### config.mk
export PLATFORM = sky130hd
export DESIGN_NAME = yscaler_line_sched
export DESIGN_NICKNAME = d
export VERILOG_FILES = /design/src/rtl/yscaler_pkg.sv /design/src/rtl/yscaler_dda.sv /design/src/rtl/yscaler_line_sched.sv
export SDC_FILE = /design/constraint.sdc
export NUM_CORES = 1
export LEC_CHECK = 0
export ABC_AREA = 1
export CAP_MARGIN = 20
export CORE_MARGIN = 3
export CORE_UTILIZATION = 35
export DETAILED_ROUTE_END_ITERATION = 16
export GPL_TIMING_DRIVEN = 0
export MAX_ROUTING_LAYER = met4
export PLACE_DENSITY = 0.51
export SETUP_SLACK_MARGIN = 0.05
export SYNTH_ARGS = -nofsm -noshare
export SYNTH_HDL_FRONTEND = slang
export SYNTH_SLANG_ARGS = --single-unit
export TNS_END_PERCENT = 10
### constraint.sdc
create_clock -name clk -period 3.15 [get_ports clk]
set_input_delay 0.63 -clock clk [delete_from_list [all_inputs] [get_ports clk]]
set_output_delay 0.63 -clock clk [all_outputs]
set_load 0.03 [all_outputs]
### src/rtl/yscaler_pkg.sv
// yscaler_pkg: shared constants and state encoding
// for the vertical scaler line scheduler.
package yscaler_pkg;

  localparam int DIM_W = 12;
  localparam int NBUF  = 2;
  localparam int SEL_W = (NBUF > 1) ? $clog2(NBUF) : 1;

  typedef enum logic [1:0] {
    IDLE,
    RUN,
    ADVANCE,
    DRAIN
  } state_e;

endpackage

### src/rtl/yscaler_dda.sv
// yscaler_dda: nearest-neighbour source-row tracker,
// one subtract step per cycle while advancing.
module yscaler_dda #(
  parameter int DIM_W = 12
) (
  input  logic             clk,
  input  logic             rst_n,
  input  logic             clr,
  input  logic             add,
  input  logic             step,
  input  logic [DIM_W:0]   ori_h,
  input  logic [DIM_W:0]   scale_h,
  output logic [DIM_W:0]   src_row,
  output logic             advance_busy
);

  logic [DIM_W:0] err;

  assign advance_busy = (err >= scale_h);

  always_ff @(posedge clk or negedge rst_n) begin
    if (!rst_n) begin
      err     <= '0;
      src_row <= '0;
    end else if (clr) begin
      err     <= '0;
      src_row <= '0;
    end else if (add) begin
      err <= err + ori_h;
    end else if (step && advance_busy) begin
      err     <= err - scale_h;
      src_row <= src_row + (DIM_W+1)'(1);
    end
  end

endmodule

### src/rtl/yscaler_line_sched.sv
// yscaler_line_sched: line-level scheduler for the vertical
// scaler; tracks line-buffer residency, carries no pixels.
module yscaler_line_sched #(
  parameter int NBUF  = yscaler_pkg::NBUF,
  parameter int DIM_W = yscaler_pkg::DIM_W
) (
  input  logic                    clk,
  input  logic                    resetn,
  input  logic [DIM_W-1:0]        ori_height,
  input  logic [DIM_W-1:0]        scale_height,
  input  logic                    in_sof,
  input  logic                    in_eol,
  input  logic                    out_eol,
  output logic                    in_allow,
  output logic [$clog2(NBUF)-1:0] in_wr_sel,
  output logic                    out_allow,
  output logic [$clog2(NBUF)-1:0] out_rd_sel,
  output logic                    out_sof,
  output logic                    frame_done,
  output logic                    cfg_err
);

  import yscaler_pkg::*;

  localparam int CW = DIM_W + 1;
  localparam int SW = $clog2(NBUF);
  localparam logic [CW:0] NB = (CW+1)'(NBUF);

  state_e        state, state_nx;
  logic [CW-1:0] wr_row, out_row, src_row;
  logic [CW-1:0] ori_h, scale_h;
  logic [CW:0]   occ;
  logic          cfg_bad, occ_ok, rows_left;
  logic          adv_busy, dda_add, dda_step;

  assign cfg_bad = (ori_height == '0) ||
                   (scale_height == '0);

  assign dda_add  = (state == RUN) && out_eol && !in_sof;
  assign dda_step = (state == ADVANCE) &&
                    (out_row != scale_h);

  yscaler_dda #(.DIM_W(DIM_W)) u_dda (
    .clk          (clk),
    .rst_n        (resetn),
    .clr          (in_sof),
    .add          (dda_add),
    .step         (dda_step),
    .ori_h        (ori_h),
    .scale_h      (scale_h),
    .src_row      (src_row),
    .advance_busy (adv_busy)
  );

  always_ff @(posedge clk or negedge resetn) begin
    if (!resetn) state <= IDLE;
    else         state <= state_nx;
  end

  always_comb begin
    state_nx = state;
    unique case (state)
      IDLE:    state_nx = IDLE;
      RUN:     if (out_eol) state_nx = ADVANCE;
      ADVANCE: begin
        if (out_row == scale_h) state_nx = DRAIN;
        else if (!adv_busy)     state_nx = RUN;
      end
      DRAIN:   if (!rows_left) state_nx = IDLE;
      default: state_nx = IDLE;
    endcase
    if (in_sof) state_nx = cfg_bad ? IDLE : RUN;
  end

  always_ff @(posedge clk or negedge resetn) begin
    if (!resetn) begin
      wr_row  <= '0;
      out_row <= '0;
      ori_h   <= '0;
      scale_h <= '0;
      cfg_err <= 1'b0;
    end else if (in_sof) begin
      ori_h   <= {1'b0, ori_height};
      scale_h <= {1'b0, scale_height};
      cfg_err <= cfg_bad;
      out_row <= '0;
      // a one-pixel first line completes row 0 on the sof beat
      wr_row  <= (in_eol && !cfg_bad) ? CW'(1) : '0;
    end else begin
      if (in_eol && state != IDLE)
        wr_row <= wr_row + CW'(1);
      if (out_eol && state == RUN)
        out_row <= out_row + CW'(1);
    end
  end

  // signed: after a downscale step src_row may lead wr_row
  assign occ       = {1'b0, wr_row} - {1'b0, src_row};
  assign occ_ok    = $signed(occ) < $signed(NB);
  assign rows_left = (wr_row < ori_h);

  always_comb begin
    in_allow   = 1'b1;
    out_allow  = 1'b0;
    frame_done = 1'b0;
    unique case (state)
      IDLE: in_allow = 1'b1;
      RUN: begin
        in_allow  = rows_left && occ_ok;
        out_allow = (src_row < wr_row) &&
                    (out_row < scale_h);
      end
      ADVANCE: in_allow = rows_left && occ_ok;
      DRAIN: begin
        in_allow   = rows_left;
        frame_done = !rows_left;
      end
      default: in_allow = 1'b1;
    endcase
  end

  assign out_sof    = (out_row == '0);
  assign in_wr_sel  = wr_row[SW-1:0];
  assign out_rd_sel = src_row[SW-1:0];

endmodule
Word level (Yosys, flattened, before mapping)
Cells that the tools add are included.
{"block": "classes", "n_addsub": 6, "n_lt_le_gt_ge": 5, "eq_ne": 9, "n_mux": 21, "reduce_logical": 24}
{"op": "two-way mux 13 bit", "n": 10}
{"op": "adder 13 x 1 -> 13 bit (second input constant)", "n": 3}
{"op": "less-than comparator 13 x 12 -> 1 bit", "n": 2}
{"op": "logical NOT 12 bit", "n": 2}
{"op": "less-than comparator 14 x 3 -> 1 bit (second input constant)", "n": 1}
{"op": "subtractor 13 x 13 -> 14 bit", "n": 1}
{"op": "adder 13 x 12 -> 13 bit", "n": 1}
{"op": "equality test 13 x 12 -> 1 bit", "n": 1}
{"op": ">= comparator 13 x 12 -> 1 bit", "n": 1}
{"op": "logical NOT 13 bit", "n": 1}
{"op": "less-than comparator 13 bit", "n": 1}
{"op": "!= test 13 x 12 -> 1 bit", "n": 1}
{"op": "subtractor 13 x 12 -> 13 bit", "n": 1}
{"op": "two-way mux 2 bit", "n": 5}
{"op": "logical AND 1 bit", "n": 8}
{"op": "one-hot mux 2 bit (4 select lines)", "n": 1}
{"op": "nonzero test 2 bit", "n": 4}
{"op": "!= test 3 bit (second input constant)", "n": 2}
{"op": "equality test 2 bit (second input constant)", "n": 2}
{"op": "two-way mux 1 bit", "n": 4}
{"op": "!= test 4 x 3 -> 1 bit (second input constant)", "n": 1}
{"op": "logical NOT 1 bit", "n": 3}
{"op": "one-hot mux 1 bit (3 select lines)", "n": 1}
{"op": "AND reduction 3 bit", "n": 1}
{"op": "other kinds (7)", "n": 7}
{"block": "word_totals", "reg_bits": 79, "in_bits": 29, "output_inout_bits": 7, "wordCells": 73}

Logic depth before layout (Yosys ltp)
{"block": "depth", "depth_word": 6, "mapped_depth": 17, "depth_no_buf": 17}

By module
Synthesis repeated with hierarchy kept, for this count alone.
{"block": "hier_totals", "cells_unflattened": 1049, "area_unflattened_um2": 6966.7}
{"mod": "yscaler_line_sched", "instances": 1, "cells_per_inst": 564, "area_per_inst_um2": 3970.1, "seq_area_each_um2": 1326.3}
{"mod": "yscaler_dda", "instances": 1, "cells_per_inst": 485, "area_per_inst_um2": 2996.6, "seq_area_each_um2": 650.6}

Worst setup path after synthesis
Ideal clock, no wire load.
{"block": "synth_timing", "path_kind": "register -> output", "startpoint": "register wr_row[0]", "endpoint": "output port out_allow", "arrival_ns": 2.561, "t_required_ns": 2.520, "setup_slack_ns": -0.041, "path_stages_with_launch": 13, "n_path_buf": 0, "cell_sequence": "dfrtp_1 -> inv_1 -> ha_1 -> fa_1 -> inv_1 -> nand3_1 -> nand2_1 -> nand2_1 -> nand2_1 -> nand2_1 -> nand2_1 -> a21oi_1 -> nor3_1"}
{"block": "synth_via", "elab_chain_cells": 3}
{"item": "from (decl)", "line": "yscaler_line_sched.sv:30", "source": "logic [CW-1:0] wr_row, out_row, src_row;"}
{"item": "from (signal assigned)", "line": "yscaler_line_sched.sv:88", "source": "wr_row <= (in_eol && !cfg_bad) ? CW'(1) : '0;"}
{"item": "from (signal assigned)", "line": "yscaler_line_sched.sv:91", "source": "wr_row <= wr_row + CW'(1);"}
{"item": "less-than comparator 13 bit", "line": "yscaler_line_sched.sv:110", "source": "out_allow = (src_row < wr_row) &&"}
{"item": "logical AND 1 bit", "line": "yscaler_line_sched.sv:110"}
{"item": "two-way mux 1 bit", "line": "yscaler_line_sched.sv:106", "source": "unique case (state)"}
{"item": "to (decl)", "line": "yscaler_line_sched.sv:16", "source": "output logic out_allow,"}
No other way between the ends.

Final worst setup path
{"block": "layout_timing", "startpoint": "register u_dda.src_row[0]", "endpoint": "output port in_allow"}
{"block": "layout_via", "elab_chain_cells": 4}
{"item": "from (decl)", "line": "yscaler_dda.sv:13", "source": "output logic [DIM_W:0] src_row,"}
{"item": "from (signal assigned)", "line": "yscaler_dda.sv:32", "source": "src_row <= src_row + (DIM_W+1)'(1);"}
{"item": "subtractor 13 x 13 -> 14 bit", "line": "yscaler_line_sched.sv:98", "source": "assign occ = {1'b0, wr_row} - {1'b0, src_row};"}
{"item": "less-than comparator 14 x 3 -> 1 bit", "line": "yscaler_line_sched.sv:99", "source": "assign occ_ok = $signed(occ) < $signed(NB);"}
{"item": "logical AND 1 bit", "line": "yscaler_line_sched.sv:109, yscaler_line_sched.sv:113"}
{"item": "one-hot mux 1 bit (3 select lines)", "line": "yscaler_line_sched.sv:106"}
{"item": "to (decl)", "line": "yscaler_line_sched.sv:14", "source": "output logic in_allow,"}
No other way between the ends.

==> results_dict.tcl <==
set metrics [dict create \
    status "complete, no violations" \
    drt.antenna.violating_nets 0 \
    ys_top_cells_by_count "nand2_1, inv_1, dfrtp_1" \
    cap_violations 0 \
    vias 6140 \
    cts.htree.levels 3 \
    grt_pass1_wl_microns 30870 \
    clk_pin_slew_ns 0.07 \
    drc 0 \
    tightest_slew_ns 0.7073 \
    async_flop_share 1.000 \
    regToRegSetupSlack_ns 0.84 \
    cts_tree "yes" \
    clkPwrFrac 0.268 \
    coreArea_sq_mm 0.01809 \
    cts_buffers 9 \
    clock_latency_ns 0.35 \
    fin_nets 1086 \
    antenna_found_initial 0 \
    hold_buffers 0 \
    cp_max_fo 3 \
    period_minus_slack_ns 3.044 \
    fillers 1898 \
    period_share 0.9663 \
    worstPathCellList "ha_4, fa_2, inv_2, nand3_2, nand2_2, nand2_1, nand3_1, nand2_1, nor2_1, nand2_1, nor2_1, nand2_1, nand2_2, nand2_2, nand2_2, buf_6" \
    synthTopCellsByArea "dfrtp_1, nand2_1, ha_1" \
    netlist_area_sq_mm 0.006472 \
    routed_wl_microns 19410 \
    overflow 0 \
    slowest_delay_ns 0.45 \
    rsz0062_at_grt "true" \
    synth_top_flop_cell "dfrtp_1" \
    maxSlewViolCount 0 \
    setup_viol 0 \
    ys_seq_elements 79 \
    fp.dieH_microns 142.0 \
    pwr-share-comb 0.446 \
    worstSetupPathType "flip-flop to primary output" \
    ys_warn_count 0 \
    relSlewSlack 0.5285 \
    ys_seq_area_frac 0.3054 \
    vdd_drop_max_uv 291.1 \
    cp_num_buf_inv 2 \
    synthDominantCellAreaShare 0.3054 \
    synthDistinctLibCells 42 \
    pwr-share-seq 0.285 \
    synth_edf_count 0 \
    clk_root_buffer_cell "clkbuf_16" \
    p_sw_w 0.001897 \
    vias_per_cell 5.033 \
    first_iter_violations 350 \
    drtPass1Iterations 5 \
    slowest_stage "dfrtp_2" \
    die_w_microns 142.0 \
    power.internal_w 0.002602 \
    fmax_mhz 328.5 \
    clkSinkCount 79 \
    initial_core_util 0.3579 \
    finalHoldViolations 0 \
    clock_path_buffers 2 \
    n_antenna_cell 0 \
    switching_share 0.4217 \
    p_leak_nw 3.806 \
    synthMostInstantiatedCell "nand2_1" \
    final_layout_size_suffix_gt1_frac 0.1060 \
    synth_cells 932 \
    grt_use_total 0.2027 \
    die-area_sq_mm 0.02016 \
    setup.worst_path.end_class "primary output" \
    crit_required_ns 2.52 \
    portBuffers 35 \
    area_growth_pct 18.13 \
    grt_max_degree 42 \
    yosysTopAreaCell "dfrtp_1" \
    finalClockSkew_ns 0.01109 \
    rows 49 \
    dp_hpwl_microns 15250 \
    setup-tns-final_ns 0 \
    io_pins 36 \
    place_congestion 0.8959 \
    critPathTopFamily "simple AND/OR/NAND/NOR gates" \
    grt_pass1_vias 5730 \
    crit_arrival_ns 2.41 \
    hp-class "primary input to asynchronous set/reset pin" \
    syn_nets 1032 \
    powerDensity_mw_per_mm2 588.4 \
    start_kind "flip-flop" \
    power.total_w 0.004499 \
    synth.avg_cell_area_sq_um 6.945 \
    wl_per_cell_microns 15.91 \
]
## kinds of logic after synthesis
kind of cell               after synthesis  share of synthesized area
xor gates and xnor gates                14                    0.01894
AOI/OAI and AO/OA                      157                     0.1363
muxes                                    1                   0.002126
and+or+nand+nor                        456                     0.3041
DFF                                     79                     0.3054
adders and majority gates               71                     0.1407
buffers and inverters                  154                    0.09240
## power by group through the flow
stage / clock network, W / registers (W) / logic [W]
final: 0.00121 / 0.00128 / 0.00201
after CTS: 0.00123 / 0.00128 / 0.00198
after floorplan: 0 / 0.00124 / 0.00145
after global placement: 0 / 0.00130 / 0.00195
after global routing: 0.00127 / 0.00130 / 0.00229
after detailed placement: 0 / 0.00130 / 0.00194
## registers in the layout, indices dropped and copies added (netlist names)
| name | cells |
|---|---|
| out_row | 13 |
| state | 2 |
| ori_h | 12 |
| u_dda.src_row | 13 |
| u_dda.err | 13 |
| wr_row | 13 |
| scale_h | 12 |
| cfg_err | 1 |
## stage by stage
step                      utilization  cells  hold WS [ns]  setup WS [ns]  cell area (sq um)
after floorplan                     -    932        0.3344         0.1982               6477
after global placement         0.3934   1196        0.4741         -1.755               7114
after detailed placement       0.3947   1197        0.4880        -0.4481               7139
after CTS                      0.4147   1215        0.2849       -0.07703               7500
after global routing           0.4228   1220        0.2948       -0.08190               7646
final                          0.4228   1220        0.2610         0.1061               7646
## metal layers
metal / share of wire / track usage / vias up
li1: - / - / 3181
met1: 0.52 / 0.2885 / 2840
met2: 0.44 / 0.3101 / 103
met3: 0.027 / 0.02117 / 16
met4: 0.012 / 0.05051 / 0
met5: 0 / - / -
## worst register-to-register path: stages (launching register included)
cell	delay, ns
dfrtp_1	0.46
ha_1	0.38
a21oi_2	0.25
o21ai_1	0.12
a21oi_1	0.18
nand3_2	0.12
nand2_4	0.13
nand2_2	0.15
inv_1	0.29
nand2_1	0.09
nand2_1	0.08
## area by class of cell
class	count	area, sq um	share of cell area
well taps	229	286.5	0.03747
repair buffers	43	421.7	0.05515
plain buffers	13	68.82	0.009000
flip-flops and latches	79	1982	0.2592
multi-input cells	699	4026	0.5266
clock inverters	6	92.59	0.01211
inverters	141	529.3	0.06922
clock buffers	10	239.0	0.03126
## final timing paths
path	endpoint	from	depth (start not counted)
setup / recovery	in_allow	u_dda.src_row[0]$_DFFE_PN0P_	16
hold / removal	out_row[6]$_DFFE_PN0P_	resetn	1
setup reg to reg	u_dda.err[8]$_DFFE_PN0P_	u_dda.err[6]$_DFFE_PN0P_	10
hold reg to reg	cfg_err$_DFFE_PN0P_	cfg_err$_DFFE_PN0P_	2
max in group asynchronous	wr_row[1]$_DFFE_PN0P_	resetn	2
min in group clk	cfg_err$_DFFE_PN0P_	cfg_err$_DFFE_PN0P_	2
## repair_timing
| action | 4_1_cts | 5_1_grt |
|---|---|---|
| buffers inserted | 2 | 5 |
| gates cloned | 0 | 0 |
| pin swaps | 0 | 3 |
| gates resized for setup | 25 | 35 |
| endpoints found under the setup margin | 3 | 3 |
## layout by cell type (no fill, tap or decap), types with 3 or more instances in the layout
cell type / instances
nor4_1: 9
nand2_1: 241
dfrtp_1: 75
nand3_2: 4
a21oi_2: 4
nand2_2: 14
a21o_1: 3
ha_1: 61
nand4_1: 23
nor2_1: 74
ha_4: 5
clkbuf_1: 9
inv_1: 125
dfrtp_2: 4
o21ai_0: 65
xor2_1: 8
nor3_2: 5
nor3_1: 15
buf_4: 10
o22ai_1: 3
nand3b_1: 3
xnor2_1: 6
a21oi_1: 55
clkdlybuf4s50_1: 31
o21ai_2: 10
nor2_2: 6
a31oi_1: 3
inv_2: 16
nand3_1: 58
clkbuf_16: 9
No activity file was read; power rests on OpenSTA's default activity.
